--- src/rtl/product_accumulator_if.sv ---
// Handshake bundle between the multiplier (master), the product accumulator
// (slave) and the result consumer.
interface product_accumulator_if #(
  parameter int unsigned PROD_W = 8,
  parameter int unsigned COUNT  = 4,
  parameter int unsigned ACC_W  = 10,
  parameter int unsigned CNT_W  = $clog2(COUNT + 1)
);
  logic              in_valid;
  logic [PROD_W-1:0] in_product;
  logic              in_ready;
  logic              flush;
  logic              out_valid;
  logic              out_ready;
  logic [ACC_W-1:0]  out_sum;
  logic [CNT_W-1:0]  out_count;
  logic              out_overflow;

  modport master (
    output in_valid, in_product, flush, out_ready,
    input  in_ready, out_valid, out_sum, out_count, out_overflow
  );

  modport slave (
    input  in_valid, in_product, flush, out_ready,
    output in_ready, out_valid, out_sum, out_count, out_overflow
  );
endinterface

--- src/rtl/product_accumulator.sv ---
// Sums a frame of up to COUNT unsigned products (early close on flush) and
// presents sum, beat count and sticky overflow on a held output handshake.
module product_accumulator #(
  parameter int unsigned PROD_W = 8,
  parameter int unsigned COUNT  = 4,
  parameter int unsigned ACC_W  = 10,
  parameter int unsigned CNT_W  = $clog2(COUNT + 1)
) (
  input  logic                clk,
  input  logic                reset_n,
  product_accumulator_if.slave bus
);

  localparam int unsigned SUM_W = ACC_W + 1;

  typedef enum logic {
    ACCUM = 1'b0,
    HOLD  = 1'b1
  } state_e;

  state_e             state_q, state_d;
  logic [ACC_W-1:0]   acc_q, acc_d;
  logic [CNT_W-1:0]   cnt_q, cnt_d;
  logic               ovf_q, ovf_d;
  logic [ACC_W-1:0]   out_sum_q, out_sum_d;
  logic [CNT_W-1:0]   out_count_q, out_count_d;
  logic               out_ovf_q, out_ovf_d;
  logic               in_ready_q, in_ready_d;
  logic               out_valid_q, out_valid_d;

  logic               beat;
  logic [SUM_W-1:0]   sum_ext;
  logic               close;

  // in_ready_q is only ever 1 in ACCUM, so it alone qualifies a beat
  assign beat    = bus.in_valid && in_ready_q;
  assign sum_ext = {1'b0, acc_q} + SUM_W'(bus.in_product);

  // Next-state and output-register logic
  always_comb begin
    state_d     = state_q;
    acc_d       = acc_q;
    cnt_d       = cnt_q;
    ovf_d       = ovf_q;
    out_sum_d   = out_sum_q;
    out_count_d = out_count_q;
    out_ovf_d   = out_ovf_q;
    close       = 1'b0;

    case (state_q)
      ACCUM: begin
        if (beat) begin
          acc_d = sum_ext[ACC_W-1:0];
          ovf_d = ovf_q | sum_ext[ACC_W];
          cnt_d = cnt_q + CNT_W'(1);
        end
        close = (beat && (cnt_d == CNT_W'(COUNT)))
             || (bus.flush && ((cnt_q != '0) || beat));
        if (close) begin
          out_sum_d   = acc_d;
          out_count_d = cnt_d;
          out_ovf_d   = ovf_d;
          state_d     = HOLD;
        end
      end
      HOLD: begin
        if (bus.out_ready) begin
          acc_d   = '0;
          cnt_d   = '0;
          ovf_d   = 1'b0;
          state_d = ACCUM;
        end
      end
      default: state_d = ACCUM;
    endcase

    in_ready_d  = (state_d == ACCUM);
    out_valid_d = (state_d == HOLD);
  end

  // in_ready stays low while reset is held and rises on the first edge after
  always_ff @(posedge clk or negedge reset_n) begin
    if (!reset_n) begin
      state_q     <= ACCUM;
      acc_q       <= '0;
      cnt_q       <= '0;
      ovf_q       <= 1'b0;
      out_sum_q   <= '0;
      out_count_q <= '0;
      out_ovf_q   <= 1'b0;
      in_ready_q  <= 1'b0;
      out_valid_q <= 1'b0;
    end else begin
      state_q     <= state_d;
      acc_q       <= acc_d;
      cnt_q       <= cnt_d;
      ovf_q       <= ovf_d;
      out_sum_q   <= out_sum_d;
      out_count_q <= out_count_d;
      out_ovf_q   <= out_ovf_d;
      in_ready_q  <= in_ready_d;
      out_valid_q <= out_valid_d;
    end
  end

  assign bus.in_ready     = in_ready_q;
  assign bus.out_valid    = out_valid_q;
  assign bus.out_sum      = out_sum_q;
  assign bus.out_count    = out_count_q;
  assign bus.out_overflow = out_ovf_q;

endmodule

--- src/flat_wrapper.sv ---
// flat-port wrapper written by rule: the top's interface ports become plain ports
module product_accumulator_flat 
#(
  parameter int unsigned PROD_W = 8,
  parameter int unsigned COUNT  = 4,
  parameter int unsigned ACC_W  = 10,
  parameter int unsigned CNT_W  = $clog2(COUNT + 1)
)
  (clk, reset_n, bus_in_valid, bus_in_product, bus_flush, bus_out_ready, bus_in_ready, bus_out_valid, bus_out_sum, bus_out_count, bus_out_overflow);
  product_accumulator_if #(.PROD_W(PROD_W), .COUNT(COUNT), .ACC_W(ACC_W), .CNT_W(CNT_W)) bus_i ();
  input  logic clk;
  input  logic reset_n;
  input wire logic [$bits(bus_i.in_valid)-1:0] bus_in_valid;
  input wire logic [$bits(bus_i.in_product)-1:0] bus_in_product;
  input wire logic [$bits(bus_i.flush)-1:0] bus_flush;
  input wire logic [$bits(bus_i.out_ready)-1:0] bus_out_ready;
  output wire logic [$bits(bus_i.in_ready)-1:0] bus_in_ready;
  output wire logic [$bits(bus_i.out_valid)-1:0] bus_out_valid;
  output wire logic [$bits(bus_i.out_sum)-1:0] bus_out_sum;
  output wire logic [$bits(bus_i.out_count)-1:0] bus_out_count;
  output wire logic [$bits(bus_i.out_overflow)-1:0] bus_out_overflow;
  assign bus_i.in_valid = bus_in_valid;
  assign bus_i.in_product = bus_in_product;
  assign bus_i.flush = bus_flush;
  assign bus_i.out_ready = bus_out_ready;
  assign bus_in_ready = bus_i.in_ready;
  assign bus_out_valid = bus_i.out_valid;
  assign bus_out_sum = bus_i.out_sum;
  assign bus_out_count = bus_i.out_count;
  assign bus_out_overflow = bus_i.out_overflow;
  product_accumulator #(.PROD_W(PROD_W), .COUNT(COUNT), .ACC_W(ACC_W), .CNT_W(CNT_W)) u_core (.clk(clk), .reset_n(reset_n), .bus(bus_i));
endmodule
--- config.mk ---
export PLATFORM = sky130hd
export DESIGN_NAME = product_accumulator_flat
export DESIGN_NICKNAME = d
export VERILOG_FILES = /design/src/rtl/product_accumulator_if.sv /design/src/rtl/product_accumulator.sv /design/src/flat_wrapper.sv
export SDC_FILE = /design/constraint.sdc
export NUM_CORES = 1
export LEC_CHECK = 0
export ABC_AREA = 0
export BUFFER_PORTS_ARGS = -buffer_cell sky130_fd_sc_hd__buf_4
export CAP_MARGIN = 20
export CORE_ASPECT_RATIO = 0.8
export CORE_MARGIN = 5
export CORE_UTILIZATION = 35
export CTS_CLUSTER_SIZE = 8
export DETAILED_ROUTE_END_ITERATION = 6
export PLACE_DENSITY = 0.55
export RECOVER_POWER = 50
export SLEW_MARGIN = 20
export SYNTH_ARGS = -nofsm -noshare
export SYNTH_HDL_FRONTEND = slang
export SYNTH_SLANG_ARGS = --single-unit
--- constraint.sdc ---
create_clock -name clk -period 1.7 [get_ports clk]
set_input_delay 0.255 -clock clk [delete_from_list [all_inputs] [get_ports clk]]
set_output_delay 0.255 -clock clk [all_outputs]
set_load 0.01 [all_outputs]
### After elaboration in Yosys (flattened, before gate mapping)

Index checks and enable logic that the tools add are counted.
W data, S select, Z words.

| word-level totals | value |
|---|---|
| logic and storage cells | 35 |
| register bits | 30 |
| output and inout bits | 16 |
| input port bits | 13 |

| operators by class | value |
|---|---|
| bitwise logic cells | 3 |
| reductions and logical operators | 7 |
| equality and inequality tests | 2 |
| add/subtract/negate cells | 2 |
| multiplexer cells | 13 |

Operator list:

| cell | number |
|---|---|
| $mux W10 | 2 |
| $pmux W10 S2 | 1 |
| $add A10 B8 Y11 | 1 |
| $mux W3 | 3 |
| $pmux W3 S2 | 1 |
| $mux W1 | 4 |
| $pmux W1 S2 | 2 |
| $add A3 B1 Y3 const B | 1 |
| $eq A3 B3 Y1 const B | 1 |
| $logic_and A1 B1 Y1 | 3 |
| $reduce_bool A3 Y1 | 1 |
| $logic_or A1 B1 Y1 | 2 |
| $ne A2 B2 Y1 const B | 1 |
| $not A1 Y1 | 2 |
| $reduce_and A2 Y1 | 1 |
| $or A1 B1 Y1 | 1 |

### Longest topological paths before layout

Gate-level depths: netlist (run 1).

| depth | value |
|---|---|
| word-level depth | 9 |
| mapped depth | 8 |
| depth with buffers taken out | 8 |

### Least setup slack after synthesis (run 1)

OpenSTA, ideal clock, no wires.

| path | value |
|---|---|
| kind | register to register |
| start point | register u_core.acc_q[1] |
| end point | register u_core.out_sum_q[7], in the netlist u_core.bus.out_sum[7] |
| period minus slack after synthesis | 1919 ps |
| data required time | 1575 ps |
| setup time | 125 ps |
| path buffers | 0 |
| stages on the path, launching flop included | 7 |
| arrival time | 1795 ps |
| slack | -219 ps |
| path through | dfrtp_1 > ha_1 > a211oi_2 > o21ai_2 > a31o_1 > a221o_1 > mux2_2 |

| between the ends | value |
|---|---|
| word-level cells in the longest chain between the ends | 2 |

Ends and longest elaborated chain:

| item | RTL line | RTL |
|---|---|---|
| start: declaration | product_accumulator.sv:22 | `logic [ACC_W-1:0] acc_q, acc_d;` |
| start signal: assignment | product_accumulator.sv:85 | `acc_q <= '0;` |
| start signal: assignment | product_accumulator.sv:95 | `acc_q <= acc_d;` |
| $add A10 B8 Y11 | product_accumulator.sv:37 | `assign sum_ext = {1'b0, acc_q} + SUM_W'(bus.in_product);` |
| $mux W10 | product_accumulator.sv:52 | `if (beat) begin` |
| end signal: assignment | product_accumulator.sv:98 | `out_sum_q <= out_sum_d;` |
| end: declaration | product_accumulator.sv:25 | `logic [ACC_W-1:0] out_sum_q, out_sum_d;` |

Every way passes these cells.
A chain may end at the register's enable or synchronous reset.

### Worst setup path in the final report (run 1)

Same ends and word-level chain as after synthesis.

==> results.json, run 1 <==
{
  "reg2regPathDepth": 6,
  "core_area_um2": 4679,
  "grt.met3_usage_pct": 4.176,
  "die_h_um": 72.85,
  "place_area_um2": 2268,
  "grt_use_met2_pct": 25.73,
  "grt_setup_unrepaired": "true",
  "hold_violations": 0,
  "area_growth_pct": 50.33,
  "cp_max_fo": 3,
  "cts.htree.levels": 2,
  "dp.cells": 282,
  "fin_tns_setup_ns": -1.478,
  "ys_seq_area_share_pct": 43.45,
  "ys_types": 39,
  "io_buffers": 28,
  "cts_tree": "yes",
  "grt_max_degree": 31,
  "violations": "setup timing",
  "clk_latency_ns": 0.28,
  "max_freq_mhz": 509.6,
  "setup_viol": 14,
  "netlist.area_leader.share_pct": 43.45,
  "cts-root-buf": "clkbuf_8",
  "hold_class": "input port to flop",
  "worst_slew_pin_slew_ns": 0.7762,
  "start_util_pct": 36.93,
  "synth_area_um2": 1728,
  "yosys-top-cells-area": "dfrtp_1 43%, ha_1 7.2%, nand2_1 5.2%, mux2_2 4.6%, mux2i_1 2.9%",
  "start_kind": "flop",
  "final_common_cell": "buf_4",
  "max_stage_delay_ns": 0.41,
  "skew_ns": 0.007502,
  "slew_violations": 0,
  "drv_cap": 0,
  "finalNetCount": 263,
  "drt_iter0_markers": 82,
  "cts_made_buffers": 5,
  "antenna_found_initial": 0,
  "die_area_um2": 6451,
  "crit_required_ns": 1.86,
  "powerDensity_nw_per_um2": 1763,
  "cts_num_sinks": 30,
  "slew_headroom_pct": 48.25,
  "busiest_layer": "met2",
  "criticalPathCategory": "flop to flop",
  "diodes": 0,
  "syn_inst": 174,
  "routed_via_density": 5.107,
  "gp_congestion": 0.7860,
  "wl_per_cell_um": 15.41,
  "ys_ff_latch": 30,
  "wl_um": 4623,
  "fin_crit_ns": 1.962,
  "slowest_stage": "dfrtp_1",
  "rows": 22,
  "async_flop_share_pct": 100.0,
  "ir_drop_mv": 0.6714,
  "final_cell_area_um2": 2597,
  "run_status": "finished, violations left",
  "synth_fp_nets": 198,
  "grt_pass1_vias": 1671,
  "pre_cts_slack_ns": -0.2794,
  "grt_util_met1_pct": 19.39,
  "hpwlAfterDp_um": 3234,
  "arrival_ns": 2.12,
  "overflow": 0,
  "antenna_left": 0,
  "remaining_drc_errors": 0,
  "drive_above_1_share_pct": 46.25,
  "final_cell_mix": "59 x buf_4, 30 x dfrtp_1, 24 x nand2_1",
  "syn_avg_cell_area_um2": 9.931,
  "ys.warnings.count": 0,
  "layoutNonFillerInstCount": 300,
  "synth-main-ff-cell": "dfrtp_1",
  "critPathCaptureType": "flop",
  "grt_pass1_wl_um": 7679,
  "cp_cell_sequence": "ha_4, a211oi_4, o21ai_2, a31o_1, a221o_1, mux2_2",
  "dr.pass1.iters": 4,
  "min_period_over_period_pct": 115.4,
  "via_count": 1532,
  "clk_path_buf_depth": 2,
  "die-width_um": 88.56,
  "ios": 29,
  "whs_ns": 0.2461,
  "synth_area_leader_cell": "dfrtp_1",
  "leakagePower_nw": 1.264,
  "clk_pin_slew_ns": 0.07,
  "fin_ws_ns": -0.2624,
  "grtUsageTotal_pct": 15.38,
  "whs_path_depth": 2,
  "synth_edf_count": 0
}
cell type report:
type                    count  area, µm²
well taps                  60      75.07
multi-input cells         124       1111
clock inverters             1      5.005
inverters                  13      48.80
fillers                   416       2082
repair buffers             65      520.5
clock buffers               7      86.33
flip-flops and latches     30      750.7
worst max-delay path: cells and delay by family (launching register included):
kind,cells,cell delay (ns)
mux,1,0.26
compound gates,4,0.93
flops,1,0.41
fa+ha+maj,1,0.24
worst paths after layout:
check / to / slack [ns] / start
setup reg to reg: u_core.bus.out_sum[7] / -0.26 / u_core.acc_q[1]
setup / recovery: u_core.bus.out_sum[7] / -0.26 / u_core.acc_q[1]
hold / removal: u_core.acc_q[5] / 0.25 / bus_out_ready
max in group asynchronous: u_core.bus.in_ready / 0.62 / reset_n
min in group asynchronous: u_core.acc_q[4] / 0.59 / reset_n
hold reg to reg: u_core.bus.out_count[1] / 0.49 / u_core.bus.out_count[1]
registers in the layout, indices dropped and copies added (netlist names):
register,flops
u_core.acc_q,10
u_core.bus.in_ready,1
u_core.bus.out_count,3
u_core.bus.out_overflow,1
u_core.bus.out_sum,10
u_core.cnt_q,3
u_core.ovf_q,1
u_core.state_q,1
per-stage QoR:
stage               power, mW  util [%]
finish                  4.580     55.51
global route            4.942     55.51
CTS                     4.370     53.18
detailed placement      3.502     48.48
global placement        3.424     48.48
floorplan               2.502         -
cells by family (layout without fill, tap and decap cells):
kind of cell,after synthesis,in the layout,share of synthesized area (%)
AO/OA/AOI/OAI,51,51,21.51
XOR/XNOR,8,8,4.055
adder cells (fa/ha/maj),11,11,8.400
buffers and inverters,20,86,4.490
flip-flops,30,30,43.45
multiplexers,12,12,7.459
AND/OR/NAND/NOR,42,42,10.65
timing repair:
| item | 4_1_cts | 5_1_grt |
|---|---|---|
| hold buffers | 1 | 0 |
| gates resized for setup | 17 | 19 |
| hold endpoints to repair | 30 | 0 |
| pin swaps | 13 | 7 |
| buffers inserted | 7 | 4 |
| endpoints found under the setup margin | 20 | 21 |
metal layers:
layer,wire [µm],up-vias
met2,2197,27
li1,-,740
met4,30,0
met3,227,5
met1,2168,760
met5,0,-
Yosys cell counts (all sizes together) (2+ instances only):
cell,instances
o21ai,11
nor3b,2
o21a,5
o2bb2ai,2
a22o,3
nand2,24
o22ai,3
a21o,5
ha,10
xnor2,4
mux2,7
a21oi,9
inv,13
buf,2
clkbuf,5
nor3,3
mux2i,5
dfrtp,30
nor2,7
xor2,4
o31ai,4
power breakdown:
group,internal [mW],switching (mW),total [mW],leakage (nW)
combinational,1.50,1.27,2.77,0.831
clock,0.326,0.267,0.593,0.0482
sequential,1.00,0.215,1.22,0.385
Power figures use the tool's default switching activity.
==> run 2: changes to the inputs <==
--- a/config.mk
+++ b/config.mk
@@ -11,9 +11,9 @@
 export CORE_ASPECT_RATIO = 0.8
 export CORE_MARGIN = 5
 export CORE_UTILIZATION = 35
-export CTS_CLUSTER_SIZE = 8
+export CTS_CLUSTER_SIZE = 20
 export DETAILED_ROUTE_END_ITERATION = 6
-export PLACE_DENSITY = 0.55
+export PLACE_DENSITY = 0.66
 export RECOVER_POWER = 50
 export SLEW_MARGIN = 20
 export SYNTH_ARGS = -nofsm -noshare
==> constraint.sdc (replaced) <==
create_clock -name clk -period 2.1 [get_ports clk]
set_input_delay 0.315 -clock clk [delete_from_list [all_inputs] [get_ports clk]]
set_output_delay 0.315 -clock clk [all_outputs]
set_load 0.01 [all_outputs]
==> results.json, run 2 (same netlist as run 1, synthesis figures left out) <==
{
  "hpwlAfterDp_um": 2783,
  "gp_congestion": 0.7743,
  "max_stage_delay_ns": 0.40,
  "criticalPathCategory": "flop to flop",
  "ir_drop_mv": 0.6385,
  "arrival_ns": 2.19,
  "rows": 22,
  "leakagePower_nw": 1.051,
  "max_freq_mhz": 494.8,
  "grtUsageTotal_pct": 13.02,
  "setup_viol": 0,
  "wl_per_cell_um": 14.19,
  "finalNetCount": 236,
  "clk_pin_slew_ns": 0.07,
  "cts_num_sinks": 30,
  "core_area_um2": 4679,
  "area_growth_pct": 25.27,
  "wl_um": 3873,
  "slew_headroom_pct": 48.75,
  "cts_tree": "yes",
  "grt_setup_unrepaired": "false",
  "slew_violations": 0,
  "final_cell_mix": "30 x dfrtp_1, 28 x buf_4, 24 x nand2_1",
  "io_buffers": 28,
  "die-width_um": 88.56,
  "pre_cts_slack_ns": 0.01566,
  "place_area_um2": 2037,
  "fin_ws_ns": 0.07917,
  "cp_max_fo": 3,
  "die_h_um": 72.85,
  "cts.htree.levels": 2,
  "critPathCaptureType": "flop",
  "dr.pass1.iters": 4,
  "antenna_left": 0,
  "skew_ns": 0.009208,
  "fill_cells": 475,
  "final_cell_area_um2": 2165,
  "worst_slew_pin_slew_ns": 0.7688,
  "whs_path_depth": 2,
  "fin_crit_ns": 2.021,
  "drv_cap": 0,
  "cts-root-buf": "clkbuf_8",
  "drive_above_1_share_pct": 24.88,
  "start_util_pct": 36.93,
  "routed_via_density": 5.066,
  "cts_made_buffers": 5,
  "final_common_cell": "dfrtp_1",
  "min_period_over_period_pct": 96.23,
  "hold_violations": 0,
  "hold_class": "input port to flop",
  "fin_tns_setup_ns": 0,
  "via_count": 1383,
  "multi_input_area_um2": 925.9,
  "seq_area_um2": 750.7,
  "clk_latency_ns": 0.29,
  "clk_path_buf_depth": 2,
  "drt_iter0_markers": 68,
  "reg2reg_from": "u_core.acc_q[2]",
  "p_total_mw": 3.038,
  "crit_required_ns": 2.27,
  "run_status": "finished clean",
  "post-route-util_pct": 46.26,
  "reg2regPathDepth": 6,
  "worstSetupStartpoint": "u_core.acc_q[2]",
  "grt_max_degree": 31,
  "grt_pass1_vias": 1335,
  "grt_pass1_wl_um": 6361,
  "antenna_found_initial": 0,
  "hold_start": "bus_out_ready",
  "die_area_um2": 6451,
  "slowest_stage": "dfrtp_1",
  "overflow": 0,
  "cp_cell_sequence": "ha_1, a211oi_2, o21ai_2, a31o_1, a221o_1, mux2_2",
  "ios": 29,
  "diodes": 0,
  "powerDensity_nw_per_um2": 1403,
  "remaining_drc_errors": 0,
  "start_kind": "flop"
}
==> run 2: cell types whose count changed in the layout (fill, tap and decap cells not counted), sizes merged <==
cell    delta
buf       -35
clkbuf     +6
bufinv     +1
clkinv     +1
==> run 2: layer usage <==
| metal | track usage, % | up-vias | share of wire, % |
|---|---|---|---|
| met1 | 18.01 | 650 | 50 |
| met2 | 18.92 | 34 | 44 |
| met3 | 4.063 | 5 | 5.0 |
| met5 | 0 | - | 0 |
| met4 | 5.034 | 0 | 1.3 |
| li1 | - | 694 | - |
==> run 2: path summary, 6_finish.rpt <==
kind                                                 to  slack [ns]
worst max-delay path              u_core.bus.out_sum[7]        0.08
worst min-delay path                    u_core.acc_q[2]        0.29
worst max register to register    u_core.bus.out_sum[7]        0.08
worst min register to register  u_core.bus.out_count[1]        0.48
max in group asynchronous           u_core.bus.in_ready        0.98
min in group asynchronous         u_core.bus.out_sum[8]        0.63
==> run 2: metrics by stage <==
| step | hold slack, ns | std cells |
|---|---|---|
| after detailed placement | 0.2745 | 262 |
| after global placement | 0.2719 | 262 |
| after global routing | 0.2951 | 273 |
| after floorplan | 0.01941 | 174 |
| final | 0.2950 | 273 |
| after CTS | 0.2849 | 271 |
==> run 2: where the power goes <==
part           switching (mW)  total, mW  internal, mW  leakage, nW
registers               0.169      0.980         0.811        0.385
clock network           0.236      0.585         0.349       0.0579
logic                   0.773       1.47         0.701        0.608
==> run 2: critical path, delay by kind of cell, from the launching register on <==
family / cells / cell delay [ns]
flip-flops: 1 / 0.40
adder cells (fa/ha/maj): 1 / 0.25
multiplexers: 1 / 0.27
AO/OA/AOI/OAI: 4 / 0.98
==> run 2: cell type report <==
class / count / area share [%]
tap: 60 / 3.468
multi-input combinational: 124 / 42.77
sequential: 30 / 34.68
clock buffer: 5 / 3.179
timing repair buffer: 38 / 11.79
clock inverter: 3 / 1.850
inverter: 13 / 2.254
==> run 2: timing repair <==
action / in CTS / in global routing
endpoints found under the hold margin: 30 / 0
resized for setup: 0 / 6
setup endpoints to repair: 0 / 8
buffers inserted: 0 / 2
hold buffers: 1 / 0
